$ cat config.mk
export PLATFORM = sky130hd
export DESIGN_NAME = imm_gen_pipe
export DESIGN_NICKNAME = d
export VERILOG_FILES = /design/src/rtl/imm_gen_pipe.sv
export SDC_FILE = /design/constraint.sdc
export NUM_CORES = 1
export LEC_CHECK = 0
export ABC_AREA = 1
export CAP_MARGIN = 20
export CORE_ASPECT_RATIO = 1.4
export CORE_MARGIN = 4
export CORE_UTILIZATION = 56
export CTS_BUF_LIST = sky130_fd_sc_hd__clkbuf_4
export CTS_CLUSTER_DIAMETER = 200
export DETAILED_ROUTE_END_ITERATION = 10
export PLACE_DENSITY_LB_ADDON = 0.1
export SYNTH_ARGS = -nofsm -noshare
export SYNTH_HDL_FRONTEND = slang
export SYNTH_SLANG_ARGS = --single-unit
$ cat constraint.sdc
create_clock -name clk -period 4.6 [get_ports clk]
set_input_delay 0.92 -clock clk [delete_from_list [all_inputs] [get_ports clk]]
set_output_delay 0.92 -clock clk [all_outputs]
set_load 0.01 [all_outputs]
$ cat src/rtl/imm_gen_pipe.sv
// Immediate generator with a 2-entry output FIFO.
// Each accepted instruction is decoded to (imm, fmt, target, illegal) and then buffered.
// Head fields read as zero whenever the FIFO is empty.
module imm_gen_pipe #(
  parameter int unsigned XLEN  = 32,
  parameter int unsigned CNT_W = 16
) (
  input  logic             clk,
  input  logic             rst_n,
  input  logic             flush,
  input  logic             in_valid,
  output logic             in_ready,
  input  logic [31:0]      inst,
  input  logic [XLEN-1:0]  pc,
  output logic             out_valid,
  input  logic             out_ready,
  output logic [XLEN-1:0]  imm,
  output logic [2:0]       fmt,
  output logic [XLEN-1:0]  target,
  output logic             illegal,
  output logic [CNT_W-1:0] illegal_cnt
);

  typedef enum logic [2:0] {
    FmtR = 3'd0,
    FmtI = 3'd1,
    FmtS = 3'd2,
    FmtB = 3'd3,
    FmtU = 3'd4,
    FmtJ = 3'd5,
    FmtX = 3'd7
  } fmt_e;

  // Decode-stage signals.
  fmt_e            dec_fmt;
  logic            dec_pcrel;
  logic [31:0]     dec_imm32;
  logic [XLEN-1:0] dec_imm;
  logic [XLEN-1:0] dec_tgt;
  logic            dec_illegal;

  // FIFO state.
  logic [XLEN-1:0] imm_mem [2];
  logic [XLEN-1:0] tgt_mem [2];
  logic [2:0]      fmt_mem [2];
  logic [1:0]      ill_mem;
  logic            wr_ptr_q, rd_ptr_q;
  logic [1:0]      count_q, count_d;
  logic [CNT_W-1:0] illegal_cnt_q;

  logic push, pop;

  // Opcode classification; pc-relative targets only for branches, JAL and AUIPC.
  always_comb begin
    dec_fmt   = FmtX;
    dec_pcrel = 1'b0;
    case (inst[6:0])
      7'b0000011, 7'b0010011, 7'b1100111, 7'b1110011: dec_fmt = FmtI;
      7'b0100011: dec_fmt = FmtS;
      7'b1100011: begin
        dec_fmt   = FmtB;
        dec_pcrel = 1'b1;
      end
      7'b0110111: dec_fmt = FmtU;
      7'b0010111: begin
        dec_fmt   = FmtU;
        dec_pcrel = 1'b1;
      end
      7'b1101111: begin
        dec_fmt   = FmtJ;
        dec_pcrel = 1'b1;
      end
      7'b0110011: dec_fmt = FmtR;
      default:    dec_fmt = FmtX;
    endcase
  end

  // Immediate assembly at 32 bits, then sign-extension to XLEN and target add.
  always_comb begin
    dec_imm32 = '0;
    case (dec_fmt)
      FmtI: dec_imm32 = {{20{inst[31]}}, inst[31:20]};
      FmtS: dec_imm32 = {{20{inst[31]}}, inst[31:25], inst[11:7]};
      FmtB: dec_imm32 = {{19{inst[31]}}, inst[31], inst[7], inst[30:25], inst[11:8], 1'b0};
      FmtU: dec_imm32 = {inst[31:12], 12'b0};
      FmtJ: dec_imm32 = {{11{inst[31]}}, inst[31], inst[19:12], inst[20], inst[30:21], 1'b0};
      default: dec_imm32 = '0;
    endcase
    dec_imm     = XLEN'($signed(dec_imm32));
    dec_tgt     = dec_pcrel ? (pc + dec_imm) : '0;
    dec_illegal = (dec_fmt == FmtX);
  end

  assign in_ready  = (count_q < 2'd2);
  assign out_valid = (count_q != 2'd0);
  assign push      = in_valid & in_ready;
  assign pop       = out_valid & out_ready;

  // Occupancy next state; flush is handled in the register block.
  always_comb begin
    count_d = count_q + {1'b0, push} - {1'b0, pop};
  end

  // Pointers, occupancy and saturating illegal counter.
  always_ff @(posedge clk or negedge rst_n) begin
    if (!rst_n) begin
      wr_ptr_q      <= 1'b0;
      rd_ptr_q      <= 1'b0;
      count_q       <= 2'd0;
      illegal_cnt_q <= '0;
    end else if (flush) begin
      wr_ptr_q <= 1'b0;
      rd_ptr_q <= 1'b0;
      count_q  <= 2'd0;
    end else begin
      if (push) wr_ptr_q <= ~wr_ptr_q;
      if (pop)  rd_ptr_q <= ~rd_ptr_q;
      count_q <= count_d;
      if (push && dec_illegal && (illegal_cnt_q != {CNT_W{1'b1}})) begin
        illegal_cnt_q <= illegal_cnt_q + 1'b1;
      end
    end
  end

  // Entry storage; contents are don't-care until written, outputs are gated by out_valid.
  always_ff @(posedge clk) begin
    if (push && !flush) begin
      imm_mem[wr_ptr_q] <= dec_imm;
      tgt_mem[wr_ptr_q] <= dec_tgt;
      fmt_mem[wr_ptr_q] <= dec_fmt;
      ill_mem[wr_ptr_q] <= dec_illegal;
    end
  end

  // Head presentation, forced to zero when empty.
  always_comb begin
    imm     = '0;
    fmt     = 3'd0;
    target  = '0;
    illegal = 1'b0;
    if (out_valid) begin
      imm     = imm_mem[rd_ptr_q];
      fmt     = fmt_mem[rd_ptr_q];
      target  = tgt_mem[rd_ptr_q];
      illegal = ill_mem[rd_ptr_q];
    end
  end

  assign illegal_cnt = illegal_cnt_q;

endmodule

* Word level (Yosys, flattened, before mapping)
Memory sizes are Yosys's and may differ from the RTL's. Index checks and enable logic that the tools add are counted.
Storage, ports and cells: flip-flop bits (word level) 22, bits in writable memories 134, input port bits 69, logic and storage cells 70, memories kept 3
Operators by class: add/subtract/negate cells 4, magnitude comparators 4, equality and inequality tests 17, mux-type cells 20, bitwise gates (word level) 5, reduce and logical (&&, ||, !) cells 12
Memories:
- imm_mem | words 2, width 32, read ports 1, clocked after Yosys merged registers in 0, wr ports 1, RTL line 43 | logic [XLEN-1:0] imm_mem [2];
- tgt_mem | words 2, width 32, read ports 1, clocked after Yosys merged registers in 0, wr ports 1, RTL line 44 | logic [XLEN-1:0] tgt_mem [2];
- fmt_mem | words 2, width 3, read ports 1, clocked after Yosys merged registers in 0, wr ports 1, RTL line 45 | logic [2:0] fmt_mem [2];
Operators with widths (count):
- 32-bit case mux with 5 select lines | 1
- 32-bit 2-to-1 mux | 3
- 32-bit adder | 1
- 7-bit == test, second input constant | 4
- 7-bit by 6-bit == test with 1-bit output, second input constant | 3
- 3-bit case mux with 6 select lines | 1
- 16-bit by 1-bit adder with 16-bit output, second input constant | 1
- 16-bit inequality test, second input constant | 1
- 7-bit by 5-bit == test with 1-bit output, second input constant | 2
- 1-bit 2-to-1 mux | 11
- 3-bit == test, second input constant | 3
- 7-bit by 2-bit == test with 1-bit output, second input constant | 1
- 3-bit by 2-bit == test with 1-bit output, second input constant | 2
- 2-bit nonzero test | 3
- 1-bit logical AND | 4
- 1-bit by 2-bit < comparator with 1-bit output, second input constant | 2
- 4-bit OR reduction | 1
- 3-bit by 1-bit == test with 1-bit output, second input constant | 1
- 3-bit 2-to-1 mux | 1
- 1-bit inverter | 3
- 3-bit OR reduction | 1
- 2-bit by 1-bit adder with 2-bit output | 1
- 1-bit bitwise AND | 2
- 2-bit bitwise mux | 1
- 8 further kinds | 8

* Logic depth before layout (Yosys ltp)
Gate-level depths: netlist of run 1.
word-level depth 7, depth in mapped cells 23, depth with buffers taken out 22

* Worst setup path after synthesis of run 1
No wires, ideal clock.
path type input-to-reg, from input port in_valid, to memory fmt_mem[0][0] (enable), library setup time 0.494 ns, data arrival time 3.980 ns, setup slack 0.125 ns, stages 4, buffers on the path 0, path through nand2_1 -> inv_1 -> nand2_1 -> nor2_1
Between the ends: longest elaborated chain between the ends 4
Ends and longest elaborated chain:
- from (decl) | RTL line 11 | input logic in_valid,
- 1-bit bitwise AND | RTL line 96 | assign push = in_valid & in_ready;
- 1-bit logical AND | RTL line 127 | if (push && !flush) begin
- 1-bit 2-to-1 mux | RTL line 127
- 1-bit 2-to-1 mux (implied by the code) | RTL line 130 | fmt_mem[wr_ptr_q] <= dec_fmt;
- to (decl) | RTL line 45
No other way between the ends.

* Worst setup path in the final report of run 1
from input port inst[6], to memory tgt_mem[0][24] (data pin)
Between the ends: longest elaborated chain between the ends 7
Ends and longest elaborated chain:
- from (decl) | RTL line 13 | input logic [31:0] inst,
- 7-bit by 2-bit == test with 1-bit output, or another cell as far along | RTL line 57 | case (inst[6:0])
- 4-bit OR reduction / 2-bit OR reduction (equally long branches)
- 3-bit case mux with 6 select lines * | RTL line 57
- 3-bit == test, or another cell as far along | RTL line 81 | case (dec_fmt)
- 32-bit case mux with 5 select lines * | RTL line 81
- via dec_imm[22] | RTL line 38 | logic [XLEN-1:0] dec_imm;
- 32-bit adder * | RTL line 90 | dec_tgt = dec_pcrel ? (pc + dec_imm) : '0;
- 32-bit 2-to-1 mux * | RTL line 90
- via dec_tgt[24] | RTL line 39 | logic [XLEN-1:0] dec_tgt;
- to (decl) | RTL line 44
Mark *: on every way through the listed nets, which the timed path passes. The rest lies on a longest branch.

==> impl_metrics.json, run 1 <==
{
  "p_total_uw": 4140,
  "coreArea_sq_um": 16200,
  "fin_crit_ns": 4.02,
  "rsz0062_at_grt": "false",
  "grt_antenna_before_repair": 1,
  "relSlewSlack_pct": 33.8,
  "clk_latency_ns": 0.58,
  "cts_tree": "yes",
  "min_period_over_period_pct": 87.4,
  "tightestPinTransition_ns": 0.991,
  "syn-num-nets": 1248,
  "area_growth_pct": 23.1,
  "synthDistinctLibCells": 38,
  "skew_ns": 0.0227,
  "r2r_start": "count_q[1]",
  "viasPerCell": 5.37,
  "tns_ns": 0,
  "dr.pass1.iters": 5,
  "cts_resized": 0,
  "dieArea_sq_um": 18600,
  "syn_area_per_cell_sq_um": 8.04,
  "grt_util_all_layers_pct": 28.6,
  "root_buffer": "clkbuf_4",
  "synthCells": 1144,
  "drt_wl_total_microns": 26100,
  "htree_levels": 4,
  "drive_above_1_share_pct": 6.38,
  "cts_buffers": 17,
  "critPathMaxFanout": 11,
  "die_h_microns": 160,
  "crit_required_ns": 4.90,
  "worstHoldStart": "illegal_cnt[9]",
  "clock_path_buffers": 2,
  "io_pins": 155,
  "postCtsSetupBuffers": 0,
  "worst-setup-path-type": "input pin to flop",
  "yosysWarnings": 0,
  "clock-sinks": 156,
  "p_leak_uw": 0.00497,
  "die_x_microns": 116,
  "vias": 8157,
  "grt_pass1_vias": 7988,
  "ys_seq_area_share_pct": 49.8,
  "drc": 0,
  "startpoint": "inst[6]",
  "slew_viol_final": 0,
  "setup_viol": 0,
  "netlist_area_sq_um": 9200,
  "wire_per_inst_microns": 17.2,
  "nets": 1408,
  "clkTransAtPathRegs_ns": 0.14,
  "cts_hold_buf": 0,
  "rows": 55,
  "critPathArrivalTime_ns": 4.32,
  "grt_max_degree": 71,
  "worst_setup_path_start_kind": "input pin",
  "hold_class": "flop to flop",
  "antenna_left": 0,
  "status": "finished clean",
  "dr.first_iter.drc_count": 620,
  "ir_drop_mv": 0.535,
  "gp_congestion": 0.965,
  "finalHoldViolations": 0,
  "overflow": 0,
  "initial_core_util_pct": 56.9,
  "synth-seq-cells": 156,
  "place_hpwl_microns": 19200,
  "io_buffer_count": 154,
  "max_freq_mhz": 249,
  "grt_first_pass_wirelength_microns": 40800,
  "power_density_nw_per_um2": 365,
  "end_kind": "flop",
  "drv_cap": 0
}
-- where the power goes --
| part | switching [uW] | internal, uW |
|---|---|---|
| registers | 64.9 | 1670 |
| logic | 812 | 630 |
| clock network | 517 | 440 |
-- registers in the layout, summed over array words and instances, names as in the netlist --
name	flops
count_q	2
wr_ptr_q	1
rd_ptr_q	1
imm_mem	64
tgt_mem	64
fmt_mem	6
illegal_cnt	16
ill_mem	2
-- final timing paths --
check	to	slack [ns]	depth (start not counted)
max	tgt_mem[0][24]	0.58	20
min	illegal_cnt[9]	0.54	2
max reg2reg	tgt_mem[0][20]	2.32	6
min reg2reg	illegal_cnt[9]	0.54	2
max in group asynchronous	rd_ptr_q	3.13	1
min in group asynchronous	illegal_cnt[5]	0.85	1
-- logic make-up (layout without fill, tap and decap cells) --
group	Yosys count	in the layout	share of synthesized area (%)
compound gates	159	159	9.40
xor+xnor	20	20	1.99
fa+ha+maj	35	35	4.84
buf+inv	159	332	6.99
flops	156	156	49.8
other cells	0	2	0
simple gates	615	615	27.0
-- cells in the mapped netlist --
library cell  count  area share [%]
a21oi_1         110             6.0
and2_1            1           0.068
buf_1             1           0.041
buf_2             3            0.16
buf_4             3            0.24
buf_6             2            0.24
buf_8             1            0.16
clkbuf_1         22            0.90
dfrtp_1          20             5.4
edfxtp_1        136              44
fa_1              1            0.22
ha_1             34             4.6
inv_1           119             4.9
inv_2             6            0.24
inv_4             2            0.14
nand2_1         417              17
nand2_2           7            0.48
nand2_4           2            0.24
nand3_1          54             2.9
nand3_2           1            0.11
nand3b_1          2            0.16
nand4_1           6            0.41
nor2_1          108             4.4
nor2_2            5            0.34
nor2_4            1            0.12
nor3_1            9            0.49
nor3_2            1            0.11
o2111ai_1         1           0.095
o211ai_1         11            0.90
o21ai_0          19             1.0
o21ai_1           5            0.27
o21ai_2           5            0.48
o21bai_1          7            0.57
o22ai_1           1           0.068
or2_2             1           0.068
xnor2_1          10            0.95
xor2_1            9            0.86
xor2_2            1            0.18
-- cell usage in the layout, fill, tap and decap left out, drive strengths merged --
master / count
edfxtp: 136
nand4: 6
nand3: 55
or2: 1
xor2: 10
bufinv: 4
ha: 34
o21bai: 7
nand2: 426
clkinv: 6
clkbuf: 18
o22ai: 1
a21oi: 110
nor3: 10
nor2: 114
diode: 2
o211ai: 11
o21ai: 29
xnor2: 10
fa: 1
dfrtp: 20
buf: 19
inv: 131
and2: 1
clkdlybuf4s50: 154
o2111ai: 1
nand3b: 2
-- metrics by stage --
step / hold WS [ns] / cell area, sq um / instances / utilization, % / setup WS [ns]
floorplan: 0.458 / 9200 / 1144 / - / 0.125
global route: 0.589 / 11300 / 1518 / 70.0 / 0.409
global placement: 0.513 / 11000 / 1484 / 68.0 / 0.126
detailed placement: 0.518 / 11000 / 1484 / 68.0 / 0.0626
CTS: 0.549 / 11300 / 1516 / 70.0 / 0.676
finish: 0.544 / 11300 / 1518 / 70.0 / 0.579
-- area by class of cell --
type | instances | area (sq um)
fillers | 1336 | 4850
inverters | 127 | 482
flip-flops and latches | 156 | 4590
multi-input cells | 829 | 4000
clock inverters | 14 | 189
well taps | 199 | 249
diodes | 2 | 5.00
repair buffers | 173 | 1680
clock buffers | 18 | 135
-- layer usage --
| metal | track usage, % | share of wire [%] | vias up |
|---|---|---|---|
| met5 | 0 | 0 | - |
| met4 | 10.2 | 3.0 | 0 |
| met3 | 5.12 | 6.4 | 51 |
| met2 | 50.3 | 51 | 297 |
| met1 | 34.6 | 39 | 3741 |
| li1 | - | - | 4068 |
-- worst max-delay path, stage by stage --
cell and delay (ns):
clkdlybuf4s50_1 0.58, inv_2 0.09, nand2_2 0.09, nand2_1 0.07, nand3_2 0.06, nand2_2 0.09, o21ai_2 0.26, inv_2 0.07
nand2_1 0.29, o211ai_1 0.29, ha_1 0.47, nand2_1 0.12, nor2_1 0.26, nand2_1 0.14, nor2_1 0.11, nand2_1 0.11
nand3_1 0.10, nand2_1 0.05, nand2_1 0.07, nor2_1 0.07
No activity file was read; power rests on OpenSTA's default activity.
==> run 2: changes to the inputs <==
Settings changed: RECOVER_POWER from default to 25.
==> run 2 against run 1 <==
  * The flow now finishes with violations (capacitance limit, slew limit)
  * First-iteration DRC count up 2.6%
  * Sequential cell count unchanged
  * Critical path depth did not move
  * Global-route usage did not move
  * Final area shrank 0.33%
==> impl_metrics.json, run 2 (same netlist as run 1, synthesis figures left out) <==
{
  "p_leak_uw": 0.00496,
  "die_h_microns": 160,
  "clkTransAtPathRegs_ns": 0.13,
  "dr.pass1.iters": 5,
  "grt_first_pass_wirelength_microns": 40800,
  "end_kind": "flop",
  "worstHoldStart": "wr_ptr_q",
  "drt_wl_total_microns": 26100,
  "cpPeakStageDelay_ns": 0.62,
  "wire_per_inst_microns": 17.2,
  "r2r_end": "tgt_mem[0][20]",
  "hold_end": "wr_ptr_q",
  "crit_required_ns": 4.89,
  "tns_ns": 0,
  "slew_viol_final": 161,
  "die_x_microns": 116,
  "grt_pass1_vias": 7988,
  "dieArea_sq_um": 18600,
  "drive_above_1_share_pct": 5.54,
  "setup_viol": 0,
  "relSlewSlack_pct": -38.3,
  "rsz0062_at_grt": "false",
  "max_freq_mhz": 244,
  "grt_antenna_before_repair": 1,
  "tightestPinTransition_ns": 2.07,
  "coreArea_sq_um": 16200,
  "worst-setup-path-type": "input pin to flop",
  "root_buffer": "clkbuf_4",
  "worst_setup_path_start_kind": "input pin",
  "place_hpwl_microns": 19200,
  "io_pins": 155,
  "path_common_cell": "nand2_1",
  "timing.hold.ws_ns": 0.517,
  "nets": 1408,
  "vias": 8118,
  "hold_class": "flop to flop",
  "min_period_over_period_pct": 89.1,
  "drv_cap": 3,
  "violations": "capacitance limit, slew limit",
  "most-common-layout-cells": "421 x nand2_1, 151 x clkdlybuf4s50_1, 136 x edfxtp_1",
  "final_common_cell": "nand2_1",
  "holdPathStages": 1,
  "viasPerCell": 5.35,
  "dpl_cell_area_sq_um": 11000,
  "overflow": 0,
  "dr.first_iter.drc_count": 636,
  "critPathMaxFanout": 11,
  "clk_latency_ns": 0.58,
  "fin_crit_ns": 4.10,
  "initial_core_util_pct": 56.9,
  "clock-sinks": 156,
  "regToRegSetupSlack_ns": 1.29,
  "htree_levels": 4,
  "critPathArrivalTime_ns": 4.39,
  "postCtsSetupBuffers": 0,
  "grt_max_degree": 71,
  "area_growth_pct": 22.7,
  "r2r_start": "count_q[1]",
  "skew_ns": 0.0229,
  "rr_worst_depth": 6,
  "clock_path_buffers": 2,
  "final_area_sq_um": 11300,
  "worstPathCellList": "dlygate4sd3_1, inv_1, nand2_1, nand2_1, nand3_2, nand2_1, o21ai_2, inv_2, nand2_1, o211ai_1, ha_1, nand2_1, nor2_1, nand2_1, nor2_1, nand2_1, nand3_1, nand2_1, nand2_1, nor2_1",
  "drc": 0,
  "cts_resized": 0,
  "cts_hold_buf": 0,
  "antenna_left": 0,
  "status": "finished with violations",
  "io_buffer_count": 154,
  "p_total_uw": 4140,
  "cpMaxStageDelayCell": "dlygate4sd3_1",
  "grt_util_all_layers_pct": 28.6,
  "cts_buffers": 17,
  "rows": 55,
  "power_density_nw_per_um2": 367,
  "finalHoldViolations": 0,
  "cts_tree": "yes",
  "ir_drop_mv": 0.534,
  "gp_congestion": 0.965
}
[run 2: cell count changes in the layout (fill, tap and decap cells not counted), moves of 3 or more]
cell,delta
buf_4,-5
clkbuf_1,+3
clkdlybuf4s50_1,-3
dlygate4sd3_1,+3
nand2_1,+4
nand2_2,-4
[run 2: metal layers]
layer	global-route usage (%)	vias up	routed length [microns]
met3	5.12	54	1490
met4	10.2	0	776
met1	34.6	3741	10400
li1	-	4064	-
met5	0	-	0
met2	50.3	259	13400
[run 2: worst max-delay path, delay by kind of cell]
family          cells  cell delay [ns]
simple gates       14             1.69
fa+ha+maj           1             0.46
buf+inv             3             0.76
compound gates      2             0.56
[run 2: final cells by class]
cell class	count	area (sq um)
diodes	2	5.00
well taps	199	249
fillers	1343	4880
clock buffers	18	135
clock inverters	14	189
repair buffers	173	1670
flip-flops and latches	156	4590
multi-input cells	829	3980
inverters	127	480
[run 2: power by group]
part | leakage (uW) | total [uW] | switching, uW | internal (uW)
clock network | 0.000174 | 959 | 519 | 440
registers | 0.00154 | 1740 | 64.1 | 1670
logic | 0.00325 | 1440 | 810 | 632
total | 0.00496 | 4140 | 1390 | 2750
[run 2: worst max path at each step]
stage	start	end	slack, ns
after floorplan	in_valid	fmt_mem[0][0]	0.13
after global placement	inst[6]	tgt_mem[1][24]	0.13
after detailed placement	inst[6]	tgt_mem[1][24]	0.06
after CTS	inst[6]	tgt_mem[1][24]	0.68
after global routing	inst[5]	tgt_mem[1][28]	0.30
final	inst[5]	tgt_mem[0][24]	0.50
[run 2: through the flow]
| step | worst slack (ns) | utilization, % | instances |
|---|---|---|---|
| after floorplan | 0.125 | - | 1144 |
| after global placement | 0.126 | 68.0 | 1484 |
| after detailed placement | 0.0626 | 68.0 | 1484 |
| after CTS | 0.676 | 70.0 | 1516 |
| after global routing | 0.302 | 69.8 | 1518 |
| final | 0.502 | 69.8 | 1518 |
